### config.mk
export PLATFORM = sky130hd
export DESIGN_NAME = bus_protocol_monitor
export DESIGN_NICKNAME = d
export VERILOG_FILES = /design/src/rtl/bus_protocol_pkg.sv /design/src/rtl/bus_timeout_counter.sv /design/src/rtl/bus_protocol_monitor.sv
export SDC_FILE = /design/constraint.sdc
export NUM_CORES = 1
export LEC_CHECK = 0
export CORE_MARGIN = 3
export CORE_UTILIZATION = 58
export CTS_BUF_LIST = sky130_fd_sc_hd__clkbuf_4 sky130_fd_sc_hd__clkbuf_8
export CTS_CLUSTER_DIAMETER = 30
export DETAILED_ROUTE_END_ITERATION = 12
export GPL_TIMING_DRIVEN = 1
export PLACE_DENSITY = 0.86
export SYNTH_ARGS = -nofsm -noshare
export SYNTH_HDL_FRONTEND = slang
export SYNTH_SLANG_ARGS = --single-unit
### constraint.sdc
create_clock -name i_clk -period 5.3 [get_ports i_clk]
set_clock_uncertainty 0.2 [all_clocks]
set_input_delay 0.53 -clock i_clk [delete_from_list [all_inputs] [get_ports i_clk]]
set_output_delay 0.53 -clock i_clk [all_outputs]
set_load 0.01 [all_outputs]
### src/rtl/bus_protocol_pkg.sv
// Shared definitions for the bus protocol monitor: error indices and the
// priority encoder that picks which error is recorded first.
package bus_protocol_pkg;

  localparam int NUM_ERRORS = 6;
  localparam int ERR_CODE_W = 3;

  typedef enum logic [ERR_CODE_W-1:0] {
    ERR_OVERFLOW        = 3'd0,
    ERR_READ_UNDERFLOW  = 3'd1,
    ERR_WRITE_UNDERFLOW = 3'd2,
    ERR_REQ_TIMEOUT     = 3'd3,
    ERR_READ_TIMEOUT    = 3'd4,
    ERR_WRITE_TIMEOUT   = 3'd5
  } err_idx_e;

  // Lowest set index wins when several errors fire in the same cycle.
  function automatic logic [ERR_CODE_W-1:0] lowest_error(input logic [NUM_ERRORS-1:0] vec);
    logic [ERR_CODE_W-1:0] idx;
    idx = 3'd0;
    for (int i = NUM_ERRORS - 1; i >= 0; i--) begin
      if (vec[i]) begin
        idx = ERR_CODE_W'(i);
      end else begin
        idx = idx;
      end
    end
    return idx;
  endfunction

endpackage

### src/rtl/bus_timeout_counter.sv
// Consecutive-wait counter. Counts cycles in which i_wait holds, saturating at
// TIMEOUT-1; o_fire is asserted on every waiting cycle once saturated, so the
// TIMEOUT-th consecutive waiting cycle is the first one that fires.
module bus_timeout_counter #(
  parameter int TIMEOUT = 16
) (
  input  logic i_clk,
  input  logic i_srst,
  input  logic i_wait,
  output logic o_fire
);

  localparam int CW = $clog2(TIMEOUT);
  localparam logic [CW-1:0] LAST = CW'(TIMEOUT - 1);

  logic [CW-1:0] count_q;
  logic [CW-1:0] count_d;

  // Next count: clear on any non-waiting cycle, otherwise advance and hold at LAST.
  always_comb begin
    count_d = count_q;
    if (!i_wait) begin
      count_d = {CW{1'b0}};
    end else if (count_q == LAST) begin
      count_d = LAST;
    end else begin
      count_d = count_q + {{(CW-1){1'b0}}, 1'b1};
    end
  end

  // Count register with synchronous reset.
  always_ff @(posedge i_clk) begin
    if (i_srst) begin
      count_q <= {CW{1'b0}};
    end else begin
      count_q <= count_d;
    end
  end

  assign o_fire = i_wait & (count_q == LAST);

endmodule

### src/rtl/bus_protocol_monitor.sv
// Passive monitor for the request/address-ack/read-ack/write-ack bus.
// Tracks outstanding reads and writes, checks pipeline depth and completion
// ordering, enforces bounded latency, and keeps sticky error flags plus a
// record of the first error since reset or clear. Drives no bus signals.
module bus_protocol_monitor
  import bus_protocol_pkg::*;
#(
  parameter int DEPTH   = 4,
  parameter int TIMEOUT = 16,
  parameter int CNT_W   = $clog2(DEPTH + 1)
) (
  input  logic                  i_clk,
  input  logic                  i_srst,
  input  logic                  i_req,
  input  logic                  i_readWrite_n,
  input  logic                  i_addressAck,
  input  logic                  i_readAck,
  input  logic                  i_writeAck,
  input  logic                  i_clearErrors,
  output logic [CNT_W-1:0]      o_pendingReads,
  output logic [CNT_W-1:0]      o_pendingWrites,
  output logic [NUM_ERRORS-1:0] o_errors,
  output logic                  o_errorPulse,
  output logic [ERR_CODE_W-1:0] o_firstError,
  output logic                  o_firstErrorValid
);

  localparam logic [CNT_W:0]   DEPTH_SUM = (CNT_W + 1)'(DEPTH);
  localparam logic [CNT_W-1:0] CNT_ZERO  = {CNT_W{1'b0}};
  localparam logic [CNT_W-1:0] CNT_ONE   = CNT_W'(1);

  logic [CNT_W-1:0]      pending_reads_q, pending_reads_d;
  logic [CNT_W-1:0]      pending_writes_q, pending_writes_d;
  logic [NUM_ERRORS-1:0] errors_q, errors_d;
  logic                  error_pulse_q, error_pulse_d;
  logic [ERR_CODE_W-1:0] first_error_q, first_error_d;
  logic                  first_valid_q, first_valid_d;

  logic                  rd_accept_s, wr_accept_s;
  logic                  rd_inc_s, rd_dec_s, wr_inc_s, wr_dec_s;
  logic                  req_wait_s, rd_wait_s, wr_wait_s;
  logic                  req_fire_s, rd_fire_s, wr_fire_s;
  logic [CNT_W:0]        total_pending_s;
  logic [NUM_ERRORS-1:0] fire_s;

  assign rd_accept_s     = i_req & i_readWrite_n & i_addressAck;
  assign wr_accept_s     = i_req & ~i_readWrite_n & i_addressAck;
  assign total_pending_s = {1'b0, pending_reads_q} + {1'b0, pending_writes_q};

  assign req_wait_s = i_req & ~i_addressAck;
  assign rd_wait_s  = (pending_reads_q != CNT_ZERO) & ~i_readAck;
  assign wr_wait_s  = (pending_writes_q != CNT_ZERO) & ~i_writeAck;

  bus_timeout_counter #(.TIMEOUT(TIMEOUT)) u_req_timeout (
    .i_clk  (i_clk),
    .i_srst (i_srst),
    .i_wait (req_wait_s),
    .o_fire (req_fire_s)
  );

  bus_timeout_counter #(.TIMEOUT(TIMEOUT)) u_read_timeout (
    .i_clk  (i_clk),
    .i_srst (i_srst),
    .i_wait (rd_wait_s),
    .o_fire (rd_fire_s)
  );

  bus_timeout_counter #(.TIMEOUT(TIMEOUT)) u_write_timeout (
    .i_clk  (i_clk),
    .i_srst (i_srst),
    .i_wait (wr_wait_s),
    .o_fire (wr_fire_s)
  );

  // Violation detection for this cycle; completions never free a slot early.
  always_comb begin
    fire_s                      = {NUM_ERRORS{1'b0}};
    fire_s[ERR_OVERFLOW]        = i_addressAck & (total_pending_s == DEPTH_SUM);
    fire_s[ERR_READ_UNDERFLOW]  = i_readAck & (pending_reads_q == CNT_ZERO);
    fire_s[ERR_WRITE_UNDERFLOW] = i_writeAck & (pending_writes_q == CNT_ZERO) & ~wr_accept_s;
    fire_s[ERR_REQ_TIMEOUT]     = req_fire_s;
    fire_s[ERR_READ_TIMEOUT]    = rd_fire_s;
    fire_s[ERR_WRITE_TIMEOUT]   = wr_fire_s;
  end

  // Pending counters: a violating event is dropped in its offending direction.
  always_comb begin
    rd_inc_s = rd_accept_s & ~fire_s[ERR_OVERFLOW];
    rd_dec_s = i_readAck & (pending_reads_q != CNT_ZERO);
    wr_inc_s = wr_accept_s & ~fire_s[ERR_OVERFLOW];
    wr_dec_s = i_writeAck & ((pending_writes_q != CNT_ZERO) | wr_inc_s);

    case ({rd_inc_s, rd_dec_s})
      2'b10:   pending_reads_d = pending_reads_q + CNT_ONE;
      2'b01:   pending_reads_d = pending_reads_q - CNT_ONE;
      default: pending_reads_d = pending_reads_q;
    endcase

    case ({wr_inc_s, wr_dec_s})
      2'b10:   pending_writes_d = pending_writes_q + CNT_ONE;
      2'b01:   pending_writes_d = pending_writes_q - CNT_ONE;
      default: pending_writes_d = pending_writes_q;
    endcase
  end

  // Sticky flags, rising-edge pulse and first-error record; a clear never hides a new error.
  always_comb begin
    errors_d      = (i_clearErrors ? {NUM_ERRORS{1'b0}} : errors_q) | fire_s;
    error_pulse_d = |(errors_d & ~errors_q);
    first_error_d = first_error_q;
    first_valid_d = first_valid_q;
    if ((fire_s != {NUM_ERRORS{1'b0}}) && (!first_valid_q || i_clearErrors)) begin
      first_error_d = lowest_error(fire_s);
      first_valid_d = 1'b1;
    end else if (i_clearErrors) begin
      first_error_d = {ERR_CODE_W{1'b0}};
      first_valid_d = 1'b0;
    end else begin
      first_error_d = first_error_q;
      first_valid_d = first_valid_q;
    end
  end

  // State registers; reset discards all outstanding transactions silently.
  always_ff @(posedge i_clk) begin
    if (i_srst) begin
      pending_reads_q  <= CNT_ZERO;
      pending_writes_q <= CNT_ZERO;
      errors_q         <= {NUM_ERRORS{1'b0}};
      error_pulse_q    <= 1'b0;
      first_error_q    <= {ERR_CODE_W{1'b0}};
      first_valid_q    <= 1'b0;
    end else begin
      pending_reads_q  <= pending_reads_d;
      pending_writes_q <= pending_writes_d;
      errors_q         <= errors_d;
      error_pulse_q    <= error_pulse_d;
      first_error_q    <= first_error_d;
      first_valid_q    <= first_valid_d;
    end
  end

  assign o_pendingReads    = pending_reads_q;
  assign o_pendingWrites   = pending_writes_q;
  assign o_errors          = errors_q;
  assign o_errorPulse      = error_pulse_q;
  assign o_firstError      = first_error_q;
  assign o_firstErrorValid = first_valid_q;

endmodule

==> impl_metrics.yaml <==
clock_network:
  cts.sinks: 29
  clk_path_buf_depth: 2
  htreeDepth: 2
  clk_latency_ps: 320
  cts.clk_slew.worst_paths_ps: 90
  cts_made_buffers: 5
  cts_resized: 0
  cts_setup_buffers: 0
  cts_hold_buf: 0
  cts_root_buf: "clkbuf_4"
  cts_tree: "done"
timing:
  final_max_slew_viol_count: 0
  worst_slew_pin_slew_ps: 700
  period_share_pct: 69.0
  relSlewSlack_pct: 53.2
  final_hold_viol_count: 0
  whs_ps: 285
  period_minus_slack_ps: 3660
  setup_viol_count_final: 0
  rsz0062_at_grt: "no"
  fin_setup_tns_ps: 0
  fmax_ghz: 0.274
worst_setup_path:
  endpoint: "o_pendingWrites[2]$_SDFFE_PP0P_"
  crit_chain: "ha_1 > inv_1 > fa_1 > and3b_1 > o211a_1 > or3_1 > a21boi_0 > ha_1 > inv_1 > fa_1 > xor2_1 > or3_1 > a21oi_1"
  critPathLaunch: "o_pendingReads[0]$_SDFFE_PP0P_"
  worstSetupPathType: "flop to flop"
  timing.rr.end: "o_pendingWrites[2]$_SDFFE_PP0P_"
  cp-start-kind: "flop"
  r2r_cells: 13
  slowest_delay_ps: 430
  required_ps: 5340
  cp_top_family: "adder cells"
  cpMaxStageDelayCell: "dfxtp_1"
  worstSetupPathDepth: 13
  path_buf_inv: 2
  reg2reg_from: "o_pendingReads[0]$_SDFFE_PP0P_"
  critPathArrivalTime_ps: 3700
  cp_max_fo: 6
  r2r_slack_ps: 1640
  cp-end-kind: "flop"
final_layout:
  register_area_um2: 581
  nNetsFinal: 211
  area_delta_synth_final_pct: 22.2
  n_antenna_cell: 0
  final_layout_size_suffix_gt1_share_pct: 9.84
  multi_input_area_um2: 800
  fin_area_mm2: 0.00176
  nFillCells: 159
synthesis:
  yosys.area.top_type: "dfxtp_1"
  syn_inst: 163
  avgSynthCellArea_um2: 8.86
  synth_area_leaders: "dfxtp_1 40%, ha_1 6.9%, a21oi_1 5.9%"
  ys_types: 39
  ys.warnings.count: 0
  synth_nets: 182
  synth_top_area_share_pct: 40.2
  yosys_register_bits: 29
  yosysSeqAreaShare_pct: 40.2
  netlist_area_mm2: 0.00144
pwr:
  p_leak_nw: 0.662
  max-vdd-ir-drop_mv: 0.332
  power.density_mw_per_mm2: 423
global_routing:
  track_usage_pct: 21.0
  met3_usage_pct: 7.19
  grt_pass1_wl_um: 5200
  antenna_found_initial: 0
  busiest_layer: "met2"
  grt_pass1_vias: 1240
  grtUsageMet2_pct: 35.5
  grt-ovfl-total: 0
  grt_max_degree: 21
  met1_usage_pct: 23.3
die:
  core_area_mm2: 0.00228
  die_y_um: 55.9
  ioPinCount: 25
  die_w_um: 55.9
  start_util_pct: 63.4
  dieArea_mm2: 0.00312
  num_rows: 17
worst_hold_path:
  hold_class: "flop to flop"
detailed_routing:
  routedWlPerCell_um: 13.5
  drtIter0Drc: 31
  first_pass_iters: 4
  vias_per_cell: 5.75
  ant_nets: 0
  vias: 1271
  drt_wl_total_um: 2990
  remaining_drc_errors: 0
run_status:
  status: "finished, final reports clean"
place:
  placed_area_mm2: 0.00170
  gp_congestion: 0.846
  hpwl_um: 2250
  portBuffers: 24
flow_run:
  maxCapViolCount: 0
-- layout make-up --
type / count / share of cell area [%]
multi-input cells: 119 / 45.3
flip-flops and latches: 29 / 32.9
repair buffers: 24 / 13.6
clock buffers: 8 / 3.40
inverters: 13 / 2.77
well taps: 28 / 1.99
-- stage by stage --
stage / instances / setup slack [ps] / utilization [%] / total power [mW]
after global placement: 213 / 1850 / 74.9 / 0.589
after detailed placement: 213 / 1680 / 74.9 / 0.603
after floorplan: 163 / 1860 / - / 0.488
final: 221 / 1640 / 77.5 / 0.746
after global routing: 221 / 1470 / 77.5 / 0.797
after CTS: 221 / 1660 / 77.5 / 0.748
-- per-layer routing --
metal / wire length, um / vias up / share of wire (%)
li1: - / 630 / -
met1: 1300 / 587 / 44
met2: 1390 / 45 / 46
met3: 219 / 9 / 7.3
met4: 78 / 0 / 2.6
met5: 0 / - / 0
-- layout by cell type, fill, tap and decap left out, types with 5 or more instances in the layout --
cell type and instances:
nor3_1 6, inv_1 13, clkdlybuf4s50_1 24, nand3_1 5, ha_1 8, nor2_1 20, or3_1 6, clkbuf_4 8
nand2_1 15, dfxtp_1 29, a21oi_1 17
-- report_power, final --
part | switching [mW] | internal (mW) | total (mW)
Combinational | 0.163 | 0.152 | 0.315
Sequential | 0.0384 | 0.254 | 0.292
Clock | 0.0715 | 0.0681 | 0.140
-- cells by family after synthesis --
| kind of cell | count (synthesis) | synth area share, % |
|---|---|---|
| compound gates | 37 | 16.8 |
| xor+xnor | 4 | 2.43 |
| fa+ha+maj | 11 | 11.1 |
| buf+inv | 15 | 4.42 |
| flops | 29 | 40.2 |
| simple gates | 67 | 25.0 |
-- synth_stat cells, drive strengths merged --
master,instances
buf,1
a2111oi,1
clkbuf,1
o22ai,4
ha,8
o221a,1
o21ai,2
a21oi,18
nor2,20
or3,8
nor3,7
nor2b,1
o211ai,3
a211oi,1
or3b,2
inv,13
nand3b,1
nand3,6
o211a,1
dfxtp,29
and3b,1
a21boi,2
and2,1
nand2,15
and4b,1
nor3b,2
and2b,1
fa,3
a31oi,4
xor2,4
nor4bb,1
-- worst min-delay path by stage --
stage,startpoint,to,cells after the start
floorplan,u_write_timeout.count_q[0]$_SDFF_PP0_,u_write_timeout.count_q[0]$_SDFF_PP0_,1
global placement,o_firstError[1]$_SDFFE_PP0P_,o_firstError[1]$_SDFFE_PP0P_,2
detailed placement,u_read_timeout.count_q[0]$_SDFF_PP0_,u_read_timeout.count_q[0]$_SDFF_PP0_,1
CTS,o_errors[4]$_SDFF_PP0_,o_errors[4]$_SDFF_PP0_,2
global route,o_errors[3]$_SDFF_PP0_,o_errors[3]$_SDFF_PP0_,2
finish,o_firstError[1]$_SDFFE_PP0P_,o_firstError[1]$_SDFFE_PP0P_,2
-- worst register-to-register path: stages (launching register included) --
cell and delay, ps:
dfxtp_1 430, ha_1 210, inv_1 60, fa_1 390
and3b_1 180, o211a_1 270, or3_1 390, a21boi_0 180
ha_1 220, inv_1 70, fa_1 370, xor2_1 160
or3_1 300, a21oi_1 140
-- flip-flops by register name (all words and copies together) (netlist names) --
register,flops
o_pendingWrites,3
o_firstErrorValid,1
o_errorPulse,1
o_errors,6
u_write_timeout.count_q,4
u_req_timeout.count_q,4
o_firstError,3
u_read_timeout.count_q,4
o_pendingReads,3
Note: power is estimated with default switching activity, not from simulation.
